File: src/rtl/tx_frame_scheduler_if.sv
// Handshake bundle between the frame sources, the MII transmit engine and tx_frame_scheduler.
// master = scheduler side, slave = sources / transmit-engine side.
interface tx_frame_scheduler_if;
  logic data_req;
  logic ctrl_req;
  logic data_ack;
  logic ctrl_ack;
  logic tx_start;
  logic tx_sel;
  logic phy_txen;

  modport master (
    input  data_req, ctrl_req, phy_txen,
    output data_ack, ctrl_ack, tx_start, tx_sel
  );

  modport slave (
    output data_req, ctrl_req, phy_txen,
    input  data_ack, ctrl_ack, tx_start, tx_sel
  );
endinterface

File: src/rtl/tx_frame_scheduler.sv
// Shares the MII transmit engine between data frames and need-data control frames, enforcing the IFG.
// Optional macro TX_SCHED_CTRL_PRIORITY_EN: control requests win strictly instead of round-robin.
module tx_frame_scheduler #(
  parameter int IFG_NIBBLES = 24,
  parameter int MAX_WAIT    = 255,
  parameter int CNT_W       = 16
) (
  input  logic                 phy_txclk,
  input  logic                 reset,
  input  logic                 enable,
  tx_frame_scheduler_if.master bus,
  output logic                 sched_busy,
  output logic                 timeout_err,
  output logic [CNT_W-1:0]     frame_cnt,
  output logic [CNT_W-1:0]     ctrl_cnt
);

  localparam logic [2:0] S_IDLE   = 3'd0;
  localparam logic [2:0] S_START  = 3'd1;
  localparam logic [2:0] S_WAIT   = 3'd2;
  localparam logic [2:0] S_ACTIVE = 3'd3;
  localparam logic [2:0] S_IFG    = 3'd4;

  localparam int WAIT_W = $clog2(MAX_WAIT + 1);
  localparam int GAP_W  = $clog2(IFG_NIBBLES + 1);
  // The wait counter fires on the edge where it would step to MAX_WAIT-1.
  localparam logic [WAIT_W-1:0] WAIT_LAST = WAIT_W'(MAX_WAIT - 2);
  localparam logic [GAP_W-1:0]  GAP_LAST  = GAP_W'(IFG_NIBBLES - 1);

  logic [2:0]        state_q, state_d;
  logic [WAIT_W-1:0] wait_cnt_q, wait_cnt_d;
  logic [GAP_W-1:0]  gap_cnt_q, gap_cnt_d;
  logic              tx_sel_q, tx_sel_d;
  logic              last_sel_q, last_sel_d;
  logic              timeout_q, timeout_d;
  logic [CNT_W-1:0]  frame_cnt_q, frame_cnt_d;
  logic [CNT_W-1:0]  ctrl_cnt_q, ctrl_cnt_d;
  logic              pick_ctrl;

  always_comb begin
`ifdef TX_SCHED_CTRL_PRIORITY_EN
    pick_ctrl = bus.ctrl_req;
`else
    pick_ctrl = bus.ctrl_req & (~bus.data_req | ~last_sel_q);
`endif
  end

  always_comb begin
    state_d     = state_q;
    wait_cnt_d  = wait_cnt_q;
    gap_cnt_d   = gap_cnt_q;
    tx_sel_d    = tx_sel_q;
    last_sel_d  = last_sel_q;
    timeout_d   = timeout_q;
    frame_cnt_d = frame_cnt_q;
    ctrl_cnt_d  = ctrl_cnt_q;
    case (state_q)
      S_IDLE: begin
        if (enable && (bus.data_req || bus.ctrl_req)) begin
          state_d    = S_START;
          tx_sel_d   = pick_ctrl;
          last_sel_d = pick_ctrl;
        end
      end
      S_START: begin
        wait_cnt_d = '0;
        state_d    = S_WAIT;
      end
      S_WAIT: begin
        if (bus.phy_txen) begin
          state_d = S_ACTIVE;
        end else if (wait_cnt_q == WAIT_LAST) begin
          timeout_d = 1'b1;
          gap_cnt_d = '0;
          state_d   = S_IFG;
        end else begin
          wait_cnt_d = wait_cnt_q + WAIT_W'(1);
        end
      end
      S_ACTIVE: begin
        if (!bus.phy_txen) begin
          frame_cnt_d = frame_cnt_q + CNT_W'(1);
          if (tx_sel_q) ctrl_cnt_d = ctrl_cnt_q + CNT_W'(1);
          gap_cnt_d = '0;
          state_d   = S_IFG;
        end
      end
      S_IFG: begin
        if (gap_cnt_q == GAP_LAST) state_d = S_IDLE;
        else gap_cnt_d = gap_cnt_q + GAP_W'(1);
      end
      default: state_d = S_IDLE;
    endcase
  end

  // Transmit engine launches on the falling edge, so the scheduler does too.
  always_ff @(negedge phy_txclk) begin
    if (reset) begin
      state_q     <= S_IDLE;
      wait_cnt_q  <= '0;
      gap_cnt_q   <= '0;
      tx_sel_q    <= 1'b0;
      last_sel_q  <= 1'b1;
      timeout_q   <= 1'b0;
      frame_cnt_q <= '0;
      ctrl_cnt_q  <= '0;
    end else begin
      state_q     <= state_d;
      wait_cnt_q  <= wait_cnt_d;
      gap_cnt_q   <= gap_cnt_d;
      tx_sel_q    <= tx_sel_d;
      last_sel_q  <= last_sel_d;
      timeout_q   <= timeout_d;
      frame_cnt_q <= frame_cnt_d;
      ctrl_cnt_q  <= ctrl_cnt_d;
    end
  end

  assign bus.tx_start = (state_q == S_START);
  assign bus.data_ack = (state_q == S_START) & ~tx_sel_q;
  assign bus.ctrl_ack = (state_q == S_START) &  tx_sel_q;
  assign bus.tx_sel   = tx_sel_q;
  assign sched_busy   = (state_q != S_IDLE);
  assign timeout_err  = timeout_q;
  assign frame_cnt    = frame_cnt_q;
  assign ctrl_cnt     = ctrl_cnt_q;

endmodule

File: src/flat_wrapper.sv
// flat-port wrapper written by rule: the top's interface ports become plain ports
module tx_frame_scheduler_flat 
#(
  parameter int IFG_NIBBLES = 24,
  parameter int MAX_WAIT    = 255,
  parameter int CNT_W       = 16
)
  (phy_txclk, reset, enable, sched_busy, timeout_err, frame_cnt, ctrl_cnt, bus_data_req, bus_ctrl_req, bus_phy_txen, bus_data_ack, bus_ctrl_ack, bus_tx_start, bus_tx_sel);
  tx_frame_scheduler_if bus_i ();
  input  logic phy_txclk;
  input  logic reset;
  input  logic enable;
  output logic sched_busy;
  output logic timeout_err;
  output logic [CNT_W-1:0] frame_cnt;
  output logic [CNT_W-1:0] ctrl_cnt;
  input wire logic [$bits(bus_i.data_req)-1:0] bus_data_req;
  input wire logic [$bits(bus_i.ctrl_req)-1:0] bus_ctrl_req;
  input wire logic [$bits(bus_i.phy_txen)-1:0] bus_phy_txen;
  output wire logic [$bits(bus_i.data_ack)-1:0] bus_data_ack;
  output wire logic [$bits(bus_i.ctrl_ack)-1:0] bus_ctrl_ack;
  output wire logic [$bits(bus_i.tx_start)-1:0] bus_tx_start;
  output wire logic [$bits(bus_i.tx_sel)-1:0] bus_tx_sel;
  assign bus_i.data_req = bus_data_req;
  assign bus_i.ctrl_req = bus_ctrl_req;
  assign bus_i.phy_txen = bus_phy_txen;
  assign bus_data_ack = bus_i.data_ack;
  assign bus_ctrl_ack = bus_i.ctrl_ack;
  assign bus_tx_start = bus_i.tx_start;
  assign bus_tx_sel = bus_i.tx_sel;
  tx_frame_scheduler #(.IFG_NIBBLES(IFG_NIBBLES), .MAX_WAIT(MAX_WAIT), .CNT_W(CNT_W)) u_core (.phy_txclk(phy_txclk), .reset(reset), .enable(enable), .bus(bus_i), .sched_busy(sched_busy), .timeout_err(timeout_err), .frame_cnt(frame_cnt), .ctrl_cnt(ctrl_cnt));
endmodule
File: config.mk
export PLATFORM = sky130hd
export DESIGN_NAME = tx_frame_scheduler_flat
export DESIGN_NICKNAME = d
export VERILOG_FILES = /design/src/rtl/tx_frame_scheduler_if.sv /design/src/rtl/tx_frame_scheduler.sv /design/src/flat_wrapper.sv
export SDC_FILE = /design/constraint.sdc
export NUM_CORES = 1
export LEC_CHECK = 0
export BUFFER_PORTS_ARGS = -buffer_cell sky130_fd_sc_hd__buf_2
export CELL_PAD_IN_SITES_DETAIL_PLACEMENT = 1
export CELL_PAD_IN_SITES_GLOBAL_PLACEMENT = 1
export CORE_MARGIN = 2
export CORE_UTILIZATION = 44
export CTS_CLUSTER_SIZE = 24
export DETAILED_ROUTE_END_ITERATION = 12
export GPL_TIMING_DRIVEN = 0
export PLACE_DENSITY = 0.84
export REMOVE_ABC_BUFFERS = 1
export SYNTH_ARGS = -nofsm -noshare
export SYNTH_HDL_FRONTEND = slang
export SYNTH_SLANG_ARGS = --single-unit
File: constraint.sdc
create_clock -name phy_txclk -period 3.63 [get_ports phy_txclk]
set_input_delay 0.1815 -clock phy_txclk [delete_from_list [all_inputs] [get_ports phy_txclk]]
set_output_delay 0.1815 -clock phy_txclk [all_outputs]
set_load 0.01 [all_outputs]
-- Word-level counts from Yosys, hierarchy flattened
Cells that the tools add are included.
- register bits: 51
- output and inout port bits: 38
- bitwise gates (word level): 8
- eq/ne operators: 14
- add/sub/neg operators: 4
- reduce and logical (&&, ||, !) cells: 13
- mux-type cells: 14
- operators by type and width (cell ; count):
    $add 16x1->16 const B ; 2
    $mux 5 ; 4
    $mux 8 ; 2
    $pmux 8 s2 ; 1
    $mux 3 ; 5
    $pmux 3 s5 ; 1
    $pmux 5 s3 ; 1
    $reduce_and 3->1 ; 3
    $add 8x1->8 const B ; 1
    $eq 8x8->1 const B ; 1
    $ne 2x2->1 const B ; 4
    $eq 3x2->1 const B ; 2
    $ne 2x1->1 const B ; 3
    $reduce_bool 3->1 ; 2
    $add 5x1->5 const B ; 1
    $eq 5x5->1 const B ; 1
    $reduce_and 5->1 ; 1
    $not 1->1 ; 4
    $reduce_and 2->1 ; 2
    $reduce_and 4->1 ; 1
    $and 1x1->1 ; 3
    $eq 3x1->1 const B ; 1
    $eq 3x3->1 const B ; 1
    $logic_not 3->1 ; 1
    5 further kinds ; 5

-- Logic depth before layout (Yosys ltp)
Gate-level depths: netlist of run 1.
- word-level depth: 4
- gate-level depth with buffers: 6
- gate-level depth less buffers: 6

==> summary.txt, run 1 <==
Final layout
  • Layout net count: 394
  • Share of cells above drive strength 1: 0.157
  • Synth-to-Final Area Change: 23.0%
  • Post-Route Utilization: 0.560
  • Sequential cell area: 1020 sq um
  • Post-route design area: 3080 sq um
  • Antenna Cells: 0
  • Area of the multi-input gates: 1420 sq um
  • # fillers: 701

Critical path
  • CP bufs+invs: 1
  • R2R setup slack: 1.24 ns
  • CP Max Fanout: 10
  • Max incr delay on CP: 0.66 ns
  • Kind of cell adding the most delay to the critical path: simple AND/OR/NAND/NOR gates
  • Worst setup EP type: register
  • CP required: 2.10 ns
  • Crit start category: primary input
  • Critical path class: in2reg
  • Critical path data arrival time: 1.98 ns
  • Crit-path cells: buf_2, or3b_4, or4_1, or3_1, a21oi_1
  • Slowest cell on crit path: or4_1

Floorplan
  • Starting Density: 0.455
  • Core Rows: 27
  • Die H: 79.5 microns
  • Die area: 6320 sq um
  • Chip width: 79.5 microns
  • CORE AREA: 5510 sq um
  • # IOs: 44

Place
  • Setup slack at placement: -0.434 ns
  • Port buffer count: 43
  • Placed cell areas: 2760 sq um
  • Routability cong.: 0.760
  • DP HPWL: 4360 microns

Timing
  • Clock skew: 0.0292 ns
  • Slew Viols, Final: 0
  • Fin worst setup slack: 0.126 ns
  • Final setup viols: 0
  • RSZ-0062 raised after global routing: no
  • Worst slew margin: 0.396
  • Worst-Margin Slew: 0.905 ns
  • Endpoints failing hold: 0

Drt
  • Initial DRC Count: 95
  • Drt wl/cell: 14.9 microns
  • Post-Route WL: 6760 microns
  • Drc violations: 0
  • 1st-pass router iterations: 4
  • Via/cell ratio: 5.75
  • Routed Antenna Nets: 0
  • Via count: 2618

Synth
  • Yosys reg bits: 51
  • Cells after Synth: 298
  • Async SR Flop Fraction: 0
  • Area leader, netlist: dfxtp_1
  • Synth top area cells: dfxtp_1 41%, nor2_1 4.6%, xor2_1 4.5%
  • EDFF count, synth: 0
  • Synth unique cells: 45
  • Synth top area share: 0.407
  • Synth Flop Type: dfxtp_1
  • Mean Syn Cell Area: 8.41 sq um
  • Synthesized area: 2510 sq um
  • Seq/Total Area, Yosys: 0.407
  • Yosys warning count: 0

CTS
  • Worst-path clk slew: 0.04 ns
  • # clock sinks: 51
  • CTS tree: yes
  • H-tree depth: 2
  • Latest clock arrival within the worst-skew pair: 0.39 ns
  • CTS max path bufs: 2
  • CTS root buf: clkbuf_8
  • Hold Buf Count CTS: 0
  • Cts bufs inserted: 5
  • Postcts setup bufs: 0

Global routing
  • Vias in the first global route: 2594
  • Initial antenna violation count: 0
  • Global-route wire length before repair: 11300 microns
  • GR Util All Layers: 0.223
  • Total gr overflow: 0
  • Largest net degree at the start of global routing: 50

Pwr
  • Total power draw: 0.00135 W
  • Maximum VDD drop: 0.187 mV
  • Cell Pwr Density: 437 nW/um^2
  • Pleak: 1.34 nW

Hold path
  • Hold Crit Class: reg2reg

Run
  • Max cap viols: 0

Status
  • Status: complete, no violations
## sequential cells by signal, indices dropped and copies added (netlist names)
name / count
u_core.frame_cnt: 16
u_core.bus.tx_sel: 1
u_core.gap_cnt_q: 5
u_core.timeout_err: 1
u_core.wait_cnt_q: 8
u_core.state_q: 3
u_core.last_sel_q: 1
u_core.ctrl_cnt: 16
## tightest hold or removal path, delay by kind of cell, from the launching register on
kind             cells  cell delay (ns)
AO/OA/AOI/OAI        1             0.04
flip-flops           1             0.31
AND/OR/NAND/NOR      1             0.07
## power by group
part / internal, W / leakage [nW] / switching (W)
Clock: 0.000278 / 0.326 / 0.000362
Sequential: 0.000572 / 0.412 / 0.0000264
Combinational: 0.0000418 / 0.601 / 0.0000667
## final cells by class
type / instances / share of cell area
Multi-Input combinational cell: 222 / 0.461
Clock inverter: 53 / 0.0747
Clock buffer: 5 / 0.0223
Tap cell: 72 / 0.0292
Inverter: 9 / 0.0110
Sequential cell: 51 / 0.332
Timing Repair Buffer: 43 / 0.0698
## stage by stage
stage                     std cells  hold WS (ns)  setup TNS (ns)
final                           455         0.457               0
after global routing            455         0.498               0
after CTS                       455         0.466               0
after detailed placement        398         0.456           -4.25
after global placement          398         0.456          -15.90
after floorplan                 283         0.452          -0.520
## routing by layer
metal	wire [microns]	GRT usage	vias to the layer above
met5	0	0	-
met4	119	0.100	0
met3	279	0.0814	14
met2	3310	0.380	50
met1	3050	0.248	1287
li1	-	-	1267
## cells in the mapped netlist, types with 7 or more instances
| library cell | instances |
|---|---|
| nand3_1 | 16 |
| clkbuf_1 | 13 |
| xnor2_1 | 7 |
| xor2_1 | 13 |
| inv_1 | 10 |
| or3_1 | 9 |
| o21ai_0 | 12 |
| a21oi_1 | 22 |
| nand2_1 | 15 |
| or4_1 | 10 |
| nand4_1 | 14 |
| nor2_1 | 31 |
| dfxtp_1 | 51 |
| o31ai_1 | 11 |
## final timing paths
check / from / cells after the start / endpoint
max reg2reg: u_core.state_q[1] / 4 / u_core.frame_cnt[13]
max: bus_phy_txen / 5 / u_core.frame_cnt[13]
min reg2reg: u_core.timeout_err / 2 / u_core.timeout_err
min: u_core.timeout_err / 2 / u_core.timeout_err
## cell families (layout without fill, tap and decap cells)
logic type      Yosys count  in the layout  share of synthesized area
flops                    51             51                      0.407
xor+xnor                 20             20                     0.0699
simple gates            134            134                      0.298
mux                       3              3                     0.0125
fa+ha+maj                 5              5                     0.0250
compound gates           60             60                      0.149
buf+inv                  25            110                     0.0384
## what timing repair did
action,in CTS,in global routing
pin swaps,0,0
setup endpoints to repair,6,6
gates resized for setup,5,2
## cell usage in the layout, fill, tap and decap left out, types with 4 or more instances in the layout
cell and count:
xnor2_1 7, or3_1 8, and4_1 4, nor4_1 5, inv_1 60, ha_1 5, nor3_1 5, nand3_1 16
nand2_1 15, or4_1 10, and3_1 4, nand4_1 14, xor2_1 13, nor2_1 31, clkbuf_8 5, a21oi_1 22
o21ai_0 12, dfxtp_1 50, buf_2 43, o31ai_1 11
(Power assumes the default switching activity.)
==> inputs of run 2 (changes only) <==
--- a/config.mk
+++ b/config.mk
@@ -12,7 +12,6 @@
 export CORE_UTILIZATION = 44
 export CTS_CLUSTER_SIZE = 24
 export DETAILED_ROUTE_END_ITERATION = 12
-export GPL_TIMING_DRIVEN = 0
 export PLACE_DENSITY = 0.84
 export REMOVE_ABC_BUFFERS = 1
 export SYNTH_ARGS = -nofsm -noshare
==> run 2 against run 1 <==
Against the previous run:
- combinational power increased by 29%
- first-iteration DRC count increased by 67%
- final area increased by 1.6%
- via count increased by 1.9%
- critical path depth unchanged
- sequential share of layout area decreased by 0.65 points
- utilization increased by 0.91 points
- worst hold slack improved by 0.0050 ns
- non-clock buffer count increased by 15
- largest cell class unchanged
==> summary.txt, run 2 (same netlist as run 1, synthesis figures left out) <==
Status
  • Status: complete, no violations

CTS
  • Worst-path clk slew: 0.05 ns
  • CTS root buf: clkbuf_8
  • # clock sinks: 51
  • H-tree depth: 2
  • Latest clock arrival within the worst-skew pair: 0.38 ns
  • Hold Buf Count CTS: 0
  • Cts bufs inserted: 5
  • Postcts setup bufs: 0
  • PostCTS Resize Cnt: 0
  • CTS tree: yes
  • CTS max path bufs: 2

Drt
  • Post-Route WL: 7420 microns
  • Drt wl/cell: 15.8 microns
  • Via count: 2669
  • Routed Antenna Nets: 0
  • 1st-pass router iterations: 4
  • Drc violations: 0
  • Via/cell ratio: 5.68
  • Initial DRC Count: 159

Timing
  • Worst-Margin Slew: 0.508 ns
  • Hold_ws: 0.462 ns
  • Final setup viols: 0
  • Endpoints failing hold: 0
  • RSZ-0062 raised after global routing: no
  • Slew Viols, Final: 0
  • Worst slew margin: 0.661
  • Fin worst setup slack: 0.138 ns
  • Fin Setup TNS: 0 ns
  • Clock skew: 0.0245 ns

Critical path
  • Slowest cell on crit path: or3_1
  • Crit-path cells: buf_2, or3b_1, or3_1, nor4_1, mux2_2
  • Kind of cell adding the most delay to the critical path: simple AND/OR/NAND/NOR gates
  • CP Max Fanout: 5
  • Critical path class: in2reg
  • Critical path data arrival time: 1.94 ns
  • Crit start category: primary input
  • Worst setup EP type: register
  • CP required: 2.08 ns
  • CP bufs+invs: 1
  • Max incr delay on CP: 0.50 ns

Final layout
  • Commonest cells after routing, fill and taps aside: 61 x inv_1, 51 x dfxtp_1, 43 x buf_2
  • Synth-to-Final Area Change: 24.9%
  • Share of cells above drive strength 1: 0.173
  • Non-Filler Instances: 470
  • Layout net count: 409
  • Leading cell type in the layout, fill and taps excluded: inv_1
  • Antenna Cells: 0

Floorplan
  • Die area: 6320 sq um
  • Chip width: 79.5 microns
  • Starting Density: 0.455
  • CORE AREA: 5510 sq um
  • Die H: 79.5 microns
  • # IOs: 44
  • Core Rows: 27

Run
  • Max cap viols: 0

Pwr
  • Cell Pwr Density: 409 nW/um^2
  • Total power draw: 0.00128 W
  • Pleak: 1.40 nW
  • Maximum VDD drop: 0.192 mV

Place
  • Placed cells: 413
  • DP HPWL: 4830 microns
  • Routability cong.: 0.767
  • Port buffer count: 43
  • Setup slack at placement: -0.178 ns

Global routing
  • Global-route wire length before repair: 12800 microns
  • Initial antenna violation count: 0
  • Total gr overflow: 0
  • GR Util All Layers: 0.252
  • Vias in the first global route: 2868
  • Largest net degree at the start of global routing: 28

Hold path
  • Hold Crit Class: reg2reg
==> run 2: cell types whose count changed in the layout (fill, tap and decap cells not counted), sizes merged <==
cell / change
buf: +15
bufinv: -1
inv: +1
==> run 2: stage by stage <==
step | area (sq um) | utilization
2_1_floorplan | 2450 | -
3_3_place_gp | 2870 | 0.521
3_5_place_dp | 2870 | 0.521
4_1_cts | 3130 | 0.569
5_1_grt | 3130 | 0.569
6_report | 3130 | 0.569
==> run 2: layout make-up <==
cell class              count  area, sq um
clock buffers               5         68.8
clock inverters            53          201
fillers                   715         2370
inverters                   9         33.8
multi-input cells         222         1390
flip-flops and latches     51         1020
well taps                  72         90.1
repair buffers             58          328
==> run 2: per-layer routing <==
layer / part of all wire / vias up / track usage
met4: 0.016 / 0 / 0.116
met1: 0.43 / 1304 / 0.298
li1: - / 1291 / -
met3: 0.042 / 13 / 0.0747
met5: 0 / - / 0
met2: 0.51 / 61 / 0.418
==> run 2: report_power, final <==
group / internal [W] / switching (W) / total, W
Combinational: 0.0000544 / 0.0000870 / 0.000141
Clock: 0.000205 / 0.000355 / 0.000560
Sequential: 0.000572 / 0.00000715 / 0.000579
Total: 0.000831 / 0.000450 / 0.00128
==> run 2: path summary, 6_finish.rpt <==
check                           cells past startpoint  slack, ns               start                  end
worst min register to register                      2       0.46  u_core.timeout_err   u_core.timeout_err
worst min-delay path                                2       0.46  u_core.timeout_err   u_core.timeout_err
worst max register to register                      5       1.36   u_core.state_q[1]  u_core.ctrl_cnt[15]
worst max-delay path                                5       0.14        bus_phy_txen  u_core.ctrl_cnt[15]
==> run 2: worst register-to-register path: cells and delay by family, from the launching register on <==
family	cells	cell delay [ns]
and+or+nand+nor	3	1.29
DFF	1	0.33
buffers and inverters	1	0.18
muxes	1	0.38
